==> config.mk <==
export PLATFORM = sky130hd
export DESIGN_NAME = alu_dispatch
export DESIGN_NICKNAME = d
export VERILOG_FILES = /design/src/rtl/alu_dispatch.sv
export SDC_FILE = /design/constraint.sdc
export NUM_CORES = 1
export LEC_CHECK = 0
export CAP_MARGIN = 30
export CORE_UTILIZATION = 41
export CTS_CLUSTER_SIZE = 20
export DETAILED_ROUTE_END_ITERATION = 16
export PLACE_DENSITY = 0.65
export REMOVE_ABC_BUFFERS = 1
export SKIP_CTS_REPAIR_TIMING = 1
export SLEW_MARGIN = 0
export SYNTH_ARGS = -nofsm -noshare
export SYNTH_HDL_FRONTEND = slang
export SYNTH_SLANG_ARGS = --single-unit
==> constraint.sdc <==
create_clock -name clk_i -period 2.47 [get_ports clk_i]
set_input_delay 0.494 -clock clk_i [delete_from_list [all_inputs] [get_ports clk_i]]
set_output_delay 0.494 -clock clk_i [all_outputs]
set_load 0.005 [all_outputs]
==> src/rtl/alu_dispatch.sv <==
// Queues ALU requests, reads operands from a local register file, drives the ALU and writes back.
// Define ALU_DISPATCH_ILLEGAL_CHECK_EN to drop unsupported command codes with an illegal_o pulse.
module alu_dispatch #(
    parameter int unsigned IDX_W      = 3,
    parameter int unsigned FIFO_DEPTH = 4
) (
    input  logic             clk_i,
    input  logic             rst_ni,
    input  logic             req_valid_i,
    output logic             req_ready_o,
    input  logic [7:0]       req_cmd_i,
    input  logic [IDX_W-1:0] req_rs1_i,
    input  logic [IDX_W-1:0] req_rs2_i,
    input  logic [IDX_W-1:0] req_rd_i,
    input  logic             ld_valid_i,
    input  logic [IDX_W-1:0] ld_addr_i,
    input  logic [31:0]      ld_data_i,
    output logic [7:0]       alu_cmd_o,
    output logic [31:0]      alu_rs1_data_o,
    output logic [31:0]      alu_rs2_data_o,
    input  logic [31:0]      alu_rd_data_i,
    input  logic             alu_zero_i,
    output logic             wb_valid_o,
    output logic [IDX_W-1:0] wb_rd_o,
    output logic [31:0]      wb_data_o,
    output logic             wb_zero_o,
    output logic             illegal_o,
    output logic             busy_o
);

    localparam int unsigned PtrW    = (FIFO_DEPTH > 1) ? $clog2(FIFO_DEPTH) : 1;
    localparam int unsigned CntW    = $clog2(FIFO_DEPTH + 1);
    localparam int unsigned NumRegs = 2 ** IDX_W;

    typedef struct packed {
        logic [7:0]       cmd;
        logic [IDX_W-1:0] rs1;
        logic [IDX_W-1:0] rs2;
        logic [IDX_W-1:0] rd;
    } req_t;

    typedef enum logic [1:0] {StIdle, StIssue, StWb} state_e;

    state_e           state_q, state_d;
    req_t             fifo_q [FIFO_DEPTH];
    logic [PtrW-1:0]  wr_ptr_q, rd_ptr_q;
    logic [CntW-1:0]  count_q, count_d;
    logic             rdy_q;
    logic [31:0]      rf_q [NumRegs];
    logic [7:0]       cmd_q;
    logic [IDX_W-1:0] rd_q, wb_rd_q;
    logic [31:0]      op1_q, op2_q, wb_data_q;
    logic             wb_zero_q;

    req_t        head;
    logic        fifo_empty, fifo_full, push, pop, head_legal;
    logic [31:0] op1_d, op2_d;

`ifdef ALU_DISPATCH_ILLEGAL_CHECK_EN
    logic illegal_q;

    function automatic logic cmd_legal(input logic [7:0] c);
        case (c)
            8'd1, 8'd2, 8'd3, 8'd74, 8'd75, 8'd76, 8'd79, 8'd80, 8'd85, 8'd86, 8'd87: return 1'b1;
            default: return 1'b0;
        endcase
    endfunction

    assign head_legal = cmd_legal(head.cmd);
    assign illegal_o  = illegal_q;

    always_ff @(posedge clk_i or negedge rst_ni) begin
        if (!rst_ni) begin
            illegal_q <= 1'b0;
        end else begin
            illegal_q <= pop && !head_legal;
        end
    end
`else
    assign head_legal = 1'b1;
    assign illegal_o  = 1'b0;
`endif

    assign head        = fifo_q[rd_ptr_q];
    assign fifo_empty  = (count_q == '0);
    assign fifo_full   = (count_q == CntW'(FIFO_DEPTH));
    assign req_ready_o = rdy_q && !fifo_full;
    assign push        = req_valid_i && req_ready_o;
    assign pop         = ((state_q == StIdle) || (state_q == StWb)) && !fifo_empty;

    // Read-after-write bypass: the writeback lands in rf_q on the same edge as this pop.
    assign op1_d = ((state_q == StWb) && (head.rs1 == wb_rd_q)) ? wb_data_q : rf_q[head.rs1];
    assign op2_d = ((state_q == StWb) && (head.rs2 == wb_rd_q)) ? wb_data_q : rf_q[head.rs2];

    always_comb begin
        state_d = state_q;
        case (state_q)
            StIdle, StWb: begin
                if (pop && head_legal) begin
                    state_d = StIssue;
                end else begin
                    state_d = StIdle;
                end
            end
            StIssue: state_d = StWb;
            default: state_d = StIdle;
        endcase
    end

    always_comb begin
        count_d = count_q;
        if (push && !pop) begin
            count_d = count_q + CntW'(1);
        end else if (!push && pop) begin
            count_d = count_q - CntW'(1);
        end
    end

    always_ff @(posedge clk_i or negedge rst_ni) begin
        if (!rst_ni) begin
            state_q  <= StIdle;
            wr_ptr_q <= '0;
            rd_ptr_q <= '0;
            count_q  <= '0;
            rdy_q    <= 1'b0;
        end else begin
            state_q <= state_d;
            count_q <= count_d;
            rdy_q   <= 1'b1;
            if (push) begin
                wr_ptr_q <= wr_ptr_q + PtrW'(1);
            end
            if (pop) begin
                rd_ptr_q <= rd_ptr_q + PtrW'(1);
            end
        end
    end

    // Queue storage needs no reset; count_q alone defines which entries are live.
    always_ff @(posedge clk_i) begin
        if (push) begin
            fifo_q[wr_ptr_q] <= '{cmd: req_cmd_i, rs1: req_rs1_i, rs2: req_rs2_i, rd: req_rd_i};
        end
    end

    always_ff @(posedge clk_i or negedge rst_ni) begin
        if (!rst_ni) begin
            cmd_q     <= '0;
            rd_q      <= '0;
            op1_q     <= '0;
            op2_q     <= '0;
            wb_rd_q   <= '0;
            wb_data_q <= '0;
            wb_zero_q <= 1'b0;
        end else begin
            if (pop && head_legal) begin
                cmd_q <= head.cmd;
                rd_q  <= head.rd;
                op1_q <= op1_d;
                op2_q <= op2_d;
            end
            if (state_q == StIssue) begin
                wb_rd_q   <= rd_q;
                wb_data_q <= alu_rd_data_i;
                wb_zero_q <= alu_zero_i;
            end
        end
    end

    // Writeback is applied after the preload so it wins on an index collision.
    always_ff @(posedge clk_i or negedge rst_ni) begin
        if (!rst_ni) begin
            for (int i = 0; i < int'(NumRegs); i++) begin
                rf_q[i] <= '0;
            end
        end else begin
            if (ld_valid_i) begin
                rf_q[ld_addr_i] <= ld_data_i;
            end
            if (state_q == StWb) begin
                rf_q[wb_rd_q] <= wb_data_q;
            end
        end
    end

    assign alu_cmd_o      = (state_q == StIssue) ? cmd_q : '0;
    assign alu_rs1_data_o = (state_q == StIssue) ? op1_q : '0;
    assign alu_rs2_data_o = (state_q == StIssue) ? op2_q : '0;
    assign wb_valid_o     = (state_q == StWb);
    assign wb_rd_o        = wb_rd_q;
    assign wb_data_o      = wb_data_q;
    assign wb_zero_o      = wb_zero_q;
    assign busy_o         = !fifo_empty || (state_q != StIdle);

endmodule

# After elaboration in Yosys (flattened, before gate mapping)
# Memories as Yosys holds them, arrays and structs flattened.
# Cells that the tools add are included.
dict set report classes {
  add_sub_neg 4
  magnitude_cmp 6
  n_eq_ne 5
  n_mux 25
  bitwise_logic 4
  n_reduce_logical 20
}
# op n
set op_table {}
lappend op_table {{256-bit bitwise mux} 2}
lappend op_table {{256-bit two-way mux} 2}
lappend op_table {{32-bit two-way mux} 10}
lappend op_table {{32-bit binary-select mux with 3-bit select} 2}
lappend op_table {{32-bit demux with 3-bit select} 2}
lappend op_table {{4-bit >= comparator (second input constant)} 4}
lappend op_table {{3-bit inverter with 4-bit output} 4}
lappend op_table {{1-bit logical AND} 9}
lappend op_table {{4-bit by 1-bit < comparator with 1-bit output (second input constant)} 2}
lappend op_table {{8-bit two-way mux} 1}
lappend op_table {{3-bit == test} 2}
lappend op_table {{3-bit two-way mux} 2}
lappend op_table {{2-bit by 1-bit adder with 2-bit output (second input constant)} 2}
lappend op_table {{1-bit zero test} 4}
lappend op_table {{2-bit case mux with 2 select lines} 1}
lappend op_table {{2-bit nonzero test} 2}
lappend op_table {{3-bit by 1-bit adder with 3-bit output (second input constant)} 1}
lappend op_table {{3-bit == test (second input constant)} 1}
lappend op_table {{3-bit zero test} 1}
lappend op_table {{1-bit two-way mux} 3}
lappend op_table {{3-bit by 1-bit subtractor with 3-bit output (second input constant)} 1}
lappend op_table {{2-bit by 1-bit == test with 1-bit output (second input constant)} 1}
lappend op_table {{2-bit == test (second input constant)} 1}
lappend op_table {{2-bit zero test} 1}
lappend op_table {{2 further kinds} 3}
dict set report word_totals {
  register_bits 377
  ram_bits 68
  inputBits 89
  output_inout_bits 112
  memories 1
}
# name words width rd rd_clocked_by_memory_dff write_ports line_no
set memory_table {}
lappend memory_table {fifo_q 4 17 1 0 1 45} ;# req_t fifo_q [FIFO_DEPTH];

# Logic depth before layout (Yosys ltp)
dict set report logic_depth {
  ltp_word 9
  ltp_mapped 11
  mapped_depth_nobuf 9
}

# Worst setup path after synthesis
# No wires, ideal clock.
dict set report synth_timing {
  kind {register to register}
  from {reg count_q[0]}
  to {reg count_q[2]}
  t_arrival_ns 2.471
  required_ns 2.391
  slack_ns -0.080
  path_stages_with_launch 12
  n_path_buf 2
  path_cell_list {dfrtp_1 -> nor3_1 -> nor2_1 -> inv_2 -> clkbuf_1 -> buf_1 -> ha_1 -> inv_1 -> fa_1 -> xor2_1 -> nor2_1 -> xor2_1}
}
dict set report synth_between {
  elab_chain_cells 7
}
# element line_no
set synth_rtl {}
lappend synth_rtl {{from (decl)} 47} ;# logic [CntW-1:0] count_q, count_d;
lappend synth_rtl {{from (signal assigned)} 128} ;# count_q <= count_d;
lappend synth_rtl {{parallel branches: the longest is 7 deep, another holds 3-bit by 1-bit subtractor with 3-bit output} -}
# Several ways; the timed one is not identified. The select of a mux whose other input is x is not followed.
# A chain may end at the register's enable or synchronous reset.

# Final worst setup path
dict set report layout_timing {
  from {reg state_q[1]}
  to {out alu_rs1_data_o[6]}
}
dict set report layout_between {
  elab_chain_cells 2
}
# element line_no
set layout_rtl {}
lappend layout_rtl {{from (decl)} 44} ;# state_e state_q, state_d;
lappend layout_rtl {{from (signal assigned)} 121} ;# state_q <= StIdle;
lappend layout_rtl {{from (signal assigned)} 127} ;# state_q <= state_d;
lappend layout_rtl {{2-bit by 1-bit == test with 1-bit output} 187} ;# assign alu_rs1_data_o = (state_q == StIssue) ? op1_q : '0;
lappend layout_rtl {{32-bit two-way mux} 187}
lappend layout_rtl {{to (decl)} 19} ;# output logic [31:0] alu_rs1_data_o,
# No other way between the ends.

==> results.ini <==
[layout]
area_growth_pct=22.1
stdcell_count=3334
nets=2623
layout_common_cells=mux2i_1, dfrtp_1, nand2_1
final_core_util=0.511
finish.instance_area_um2=29700
final_layout_size_suffix_gt1_frac=0.117
final_common_cell=mux2i_1

[global_routing]
grt_pass1_vias=19527
grt_pass1_wl_um=120000
grtUsageTotal=0.262
grt_max_degree=109
antenna_found_initial=6
grt.overflow.total=0

[drt]
via_per_inst=5.94
wl_per_cell_um=24.5
drc=0
dr.pass1.iters=6
ant_nets=0
vias=19816
drt_iter0_drc=1942
drt-total-wl_um=81700

[synthesis]
synth.avg_cell_area_um2=10.1
synth_cell_types=38
syn_area_um2=24300
synthesis.instances=2414
ys_ff_latch=445
ys.warnings.count=0
yosysSeqAreaShare=0.471

[worst_setup_path]
r2r_start=rd_ptr_q[0]
r2r_end=op1_q[14]
startpoint_type=flip-flop
crit_path_max_incr_delay_ns=0.50
critPathTopFamily=buffers and inverters
r2r_cells=6
critPathKind=reg2out
critPathSlowestCell=clkdlybuf4s50_1
cp_data_arrival_time_ns=2.15
worst-endpoint-required_ns=1.98
crit_path_end_kind=primary output
path_cells=nor2b_4 > buf_6 > buf_12 > and2_1 > clkdlybuf4s50_1
reg2reg_slack_ns=0.05
worst-path-max-fanout=19
crit_start=state_q[1]
cp.buffers_inverters=3

[pwr]
irDropWorstVdd_mv=1.38
leakage_nw=13.6
power_mw=42.6
power.density_nw_per_um2=1430

[sta]
grt_setup_unrepaired=true
fin_crit_sh=1.07
tightestPinTransition_ns=1.09
slew_headroom=0.271
skew_ns=0.0135
max_freq_ghz=0.378
drv_slew=0
finalSetupViolCount=6
finalCriticalPeriod_ns=2.64
hold_violations=0
timing.final.ws_setup_ns=-0.175

[placement]
dp_cells=3208
dpl_cell_area_um2=27400
hpwl_um=45200
place.gp.congestion=0.842
port_buffers=199

[status]
status=finished with violations
violations=setup timing

[clocking]
cts_sinks=445
clock_path_buffers=3
clock_latency_ns=0.61
cts-root-buf=clkbuf_16
cts_buffers=51
clk_pin_slew_worst_paths_ns=0.06
htreeDepth=2
cts_tree=built

[floorplan]
die_w_um=246
ios=201
core_area_um2=58100
start_util=0.419
die_h_um=246
dieArea_um2=60400
fp-row-count=88

[flow_run]
drv_cap=0

[worst_hold_path]
min_path_type=in2async

==> area by class of cell <==
class / count / area, um^2
Antenna cell: 2 / 5.00
Clock buffer: 71 / 1480
Clock inverter: 21 / 229
Fill cell: 5134 / 28400
Inverter: 5 / 22.5
Multi-Input combinational cell: 1706 / 11800
Sequential cell: 445 / 11500
Tap cell: 765 / 957
Timing Repair Buffer: 319 / 3750
==> cell usage after synthesis (all sizes together) <==
| master | instances | area (um^2) |
|---|---|---|
| mux2i | 516 | 5160 |
| dfrtp | 377 | 9430 |
| nand2 | 296 | 1110 |
| o21ai | 257 | 1290 |
| clkbuf | 171 | 642 |
| nor2 | 137 | 514 |
| a21oi | 128 | 641 |
| buf | 87 | 598 |
| and2 | 75 | 469 |
| edfxtp | 68 | 2040 |
| nand3 | 65 | 325 |
| a22oi | 64 | 480 |
| a31oi | 64 | 400 |
| mux2 | 39 | 439 |
| mux4 | 17 | 383 |
| xnor2 | 10 | 87.6 |
| ha | 5 | 62.6 |
| inv | 5 | 18.8 |
| and3 | 4 | 25.0 |
| nor3 | 4 | 20.0 |
| nor3b | 4 | 40.0 |
| nand4 | 3 | 18.8 |
| nand4b | 3 | 26.3 |
| nor2b | 3 | 18.8 |
| and4 | 2 | 17.5 |
| conb | 2 | 7.51 |
| nand2b | 2 | 12.5 |
| nand3b | 2 | 15.0 |
| xor2 | 2 | 17.5 |
| a21boi | 1 | 7.51 |
| fa | 1 | 20.0 |
==> sequential cells by signal, summed over array words and instances, names as in the netlist <==
name       cells
rf_q         256
op2_q         32
op1_q         32
wr_ptr_q       2
state_q        2
count_q        3
wb_data_o     32
rdy_q          1
wb_zero_o      1
wb_rd_o        3
rd_ptr_q       2
fifo_q        68
rd_q           3
cmd_q          8
==> worst max-delay path by stage <==
| stage | endpoint | slack [ns] | depth (start not counted) |
|---|---|---|---|
| 2_1_floorplan | op1_q[0] | -2.39 | 5 |
| 3_3_place_gp | op1_q[10] | -0.04 | 6 |
| 3_5_place_dp | op1_q[10] | -0.10 | 6 |
| 4_1_cts | alu_rs2_data_o[29] | -0.42 | 5 |
| 5_1_grt | alu_cmd_o[2] | -0.28 | 5 |
| 6_report | alu_rs1_data_o[6] | -0.17 | 5 |
==> cells by family (layout without fill, tap and decap cells) <==
family,after synthesis,after routing,synth area share
and+or+nand+nor,600,600,0.107
AOI/OAI and AO/OA,514,514,0.116
xor gates and xnor gates,12,12,0.00432
buffers and inverters,263,416,0.0517
DFF,445,445,0.471
other,2,4,0.000308
adders and majority gates,6,6,0.00339
muxes,572,572,0.246
==> per-stage QoR <==
step	setup slack (ns)	setup TNS, ns	hold WS (ns)
final	-0.175	-0.827	0.434
after floorplan	-2.39	-718.78	0.198
after detailed placement	-0.103	-0.154	0.450
after global placement	-0.0422	-0.0422	0.453
after global routing	-0.278	-1.57	0.432
after CTS	-0.416	-23.06	-0.189
==> per-layer routing <==
layer / up-vias / global-route usage / wire length, um
li1: 8793 / - / -
met1: 9857 / 0.359 / 34700
met2: 970 / 0.410 / 37100
met3: 190 / 0.0584 / 7530
met4: 6 / 0.0881 / 2450
met5: - / 0 / 36
==> report_power, final <==
part	internal (mW)	switching (mW)
logic	9.66	10.9
clock network	4.60	3.16
registers	10.8	3.46
total	25.1	17.5
Power figures use the tool's default switching activity.
==> edit (same settings) <==
Re-encode `state_e` (3 states) as one-hot, 3 bits wide.
--- a/src/rtl/alu_dispatch.sv
+++ b/src/rtl/alu_dispatch.sv
@@ -40,5 +40,5 @@
     } req_t;
 
-    typedef enum logic [1:0] {StIdle, StIssue, StWb} state_e;
+    typedef enum logic [2:0] {StIdle = 3'b001, StIssue = 3'b010, StWb = 3'b100} state_e;
 
     state_e           state_q, state_d;
Behaviour: same outputs for any inputs over 4 cycles, from zero or initial values and one cycle with rst_ni low; so few cycles prove little.
==> edit against the original RTL <==
- the run still ends with negative setup slack left
- final area grew 0.74%
- synthesized area shrank 1.4%
- maximum frequency shrank 4.9%
- wire length grew 0.21%
- cell count shrank 0.21%
- die area shrank 1.4%
- sequential cell count grew 1
- register-to-register slack gained 0.05 ns
- non-clock buffer count grew 26
- first-iteration DRC count shrank 2.4%
- setup slack lost 0.14 ns
- total power shrank 1.6%
- critical path type unchanged
==> edit: results (changes against the original RTL) <==
INFO  metric finalSetupViolations = 62 (was 6)
INFO  metric crit-reg2reg-launch = rd_ptr_q[0] (unchanged)
INFO  metric final_cell_count_no_fill = 3327 (was 3334)
INFO  metric rr_worst_depth = 7 (was 6)
INFO  metric synth_mux_area_share = 23.2% (was 24.6%)
INFO  metric ys_seq_area_share = 47.9% (was 47.1%)
INFO  metric synth-adder-area-share = 0.344% (was 0.339%)
INFO  metric worstPathArrival = 2.29 ns (was 2.15 ns)
INFO  metric clock_power_share = 18.5% (was 18.2%)
INFO  metric route.detailed.wl_per_inst = 24.6 um (was 24.5 um)
INFO  metric first_global_vias = 18947 (was 19527)
INFO  metric post_synth_xor_area_fraction = 0.475% (was 0.432%)
INFO  metric count_of_placed_standard_cells_including_taps = 3173 (was 3208)
INFO  metric grt_start_max_net_pins = 89 (was 109)
INFO  metric yosys-top-cells-count = 512 x mux2i_1, 377 x dfrtp_1, 231 x nand2_1, 224 x a21oi_1, 199 x nor2_1 (was 516 x mux2i_1, 377 x dfrtp_1, 296 x nand2_1, 193 x o21ai_0, 171 x clkbuf_1)
INFO  metric power.switching_fraction = 40.7% (was 41.1%)
INFO  metric fin_skew = 0.0255 ns (was 0.0135 ns)
INFO  metric dp_slack = 0.00389 ns (was -0.103 ns)
INFO  metric violations = negative setup slack (unchanged)
INFO  metric numCtsBuffers = 50 (was 51)
INFO  metric cpPeakStageDelay = 0.44 ns (was 0.50 ns)
INFO  metric global_route_wire_length_before_repair = 118000 um (was 120000 um)
INFO  metric drive_gt1_share = 16.0% (was 11.7%)
INFO  metric critical_path.reg2reg.endpoint = op2_q[7] (was op1_q[14])
INFO  metric timing.final.ws_setup = -0.312 ns (was -0.175 ns)
INFO  metric yosys.cell_types.count = 43 (was 38)
INFO  metric p_leak = 13.6 nW (about the same)
INFO  metric synth_async_sr_flop_share = 84.8% (was 84.7%)
INFO  metric synth_compound_area_share = 13.3% (was 11.6%)
INFO  metric viasPerCell = 5.83 (was 5.94)
INFO  metric vdd_ir_drop_max = 837 uV (was 1380 uV)
INFO  metric num-nets-final = 2615 (was 2623)
INFO  metric pwr-share-seq = 33.6% (was 33.5%)
INFO  metric global_route.usage.total = 25.9% (was 26.2%)
INFO  metric run_status = finished with violations (unchanged)
INFO  metric timing.reg2reg.setup_slack = 0.10 ns (was 0.05 ns)
INFO  metric yosys_warnings = 0 (unchanged)
INFO  metric worst_pin_slew = 0.649 ns (was 1.09 ns)
INFO  metric dp_hpwl = 45700 um (was 45200 um)
INFO  metric antenna_found_initial = 6 (unchanged)
INFO  metric cpMaxStageDelayCell = dfrtp_2 (was clkdlybuf4s50_1)
INFO  metric critPathMaxFanout = 6 (was 19)
INFO  metric drtIter0Drc = 1896 (was 1942)
-- edit: changes by cell type after synthesis, sizes merged, moves of 60 or more --
cell,delta
nor2,+62
o21ai,-96
a22oi,+64
a31oi,-64
nand2,-65
a21oi,+96
nand3,-60
-- edit: worst max-delay path by stage --
stage                     start            endpoint  slack (ns)  depth (start not counted)
global placement    rd_ptr_q[0]           op1_q[31]        0.09                          7
CTS                  state_q[2]  alu_rs1_data_o[30]       -0.60                          5
detailed placement  rd_ptr_q[0]           op1_q[31]       0.004                          7
global route         state_q[2]  alu_rs1_data_o[29]       -0.38                          8
finish               state_q[2]  alu_rs1_data_o[29]       -0.31                          8
floorplan            state_q[2]        alu_cmd_o[0]       -4.66                          2
-- edit: through the flow --
stage	area, um2	utilization (%)	TNS (ns)
2_1_floorplan	22900	-	-940.92
3_3_place_gp	27300	47.2	0
3_5_place_dp	27300	47.2	0
4_1_cts	29000	50.1	-34.76
5_1_grt	30000	51.8	-14.72
6_report	30000	51.8	-9.61
-- edit: logic make-up after synthesis --
group | count (synthesis)
compound gates | 547
xor+xnor | 13
fa+ha+maj | 6
buf+inv | 288
flops | 446
mux | 534
other cells | 2
simple gates | 539
-- edit: metal layers --
metal  track usage (%)  wire length [um]  share of wire [%]  vias to the layer above
met5                 0                70              0.085                        -
met4              6.69              1860                2.3                       10
met3              7.85              7920                9.7                      145
met2              39.6             36800                 45                      860
met1              35.6             35300                 43                     9718
li1                  -                 -                  -                     8675
-- edit: layout make-up --
| type | instances | area (um2) |
|---|---|---|
| Fill cell | 5054 | 27900 |
| Multi-Input combinational cell | 1641 | 11600 |
| Sequential cell | 446 | 11500 |
| Timing Repair Buffer | 345 | 4060 |
| Clock buffer | 63 | 1410 |
| Tap cell | 765 | 957 |
| Clock inverter | 31 | 289 |
| Inverter | 36 | 135 |
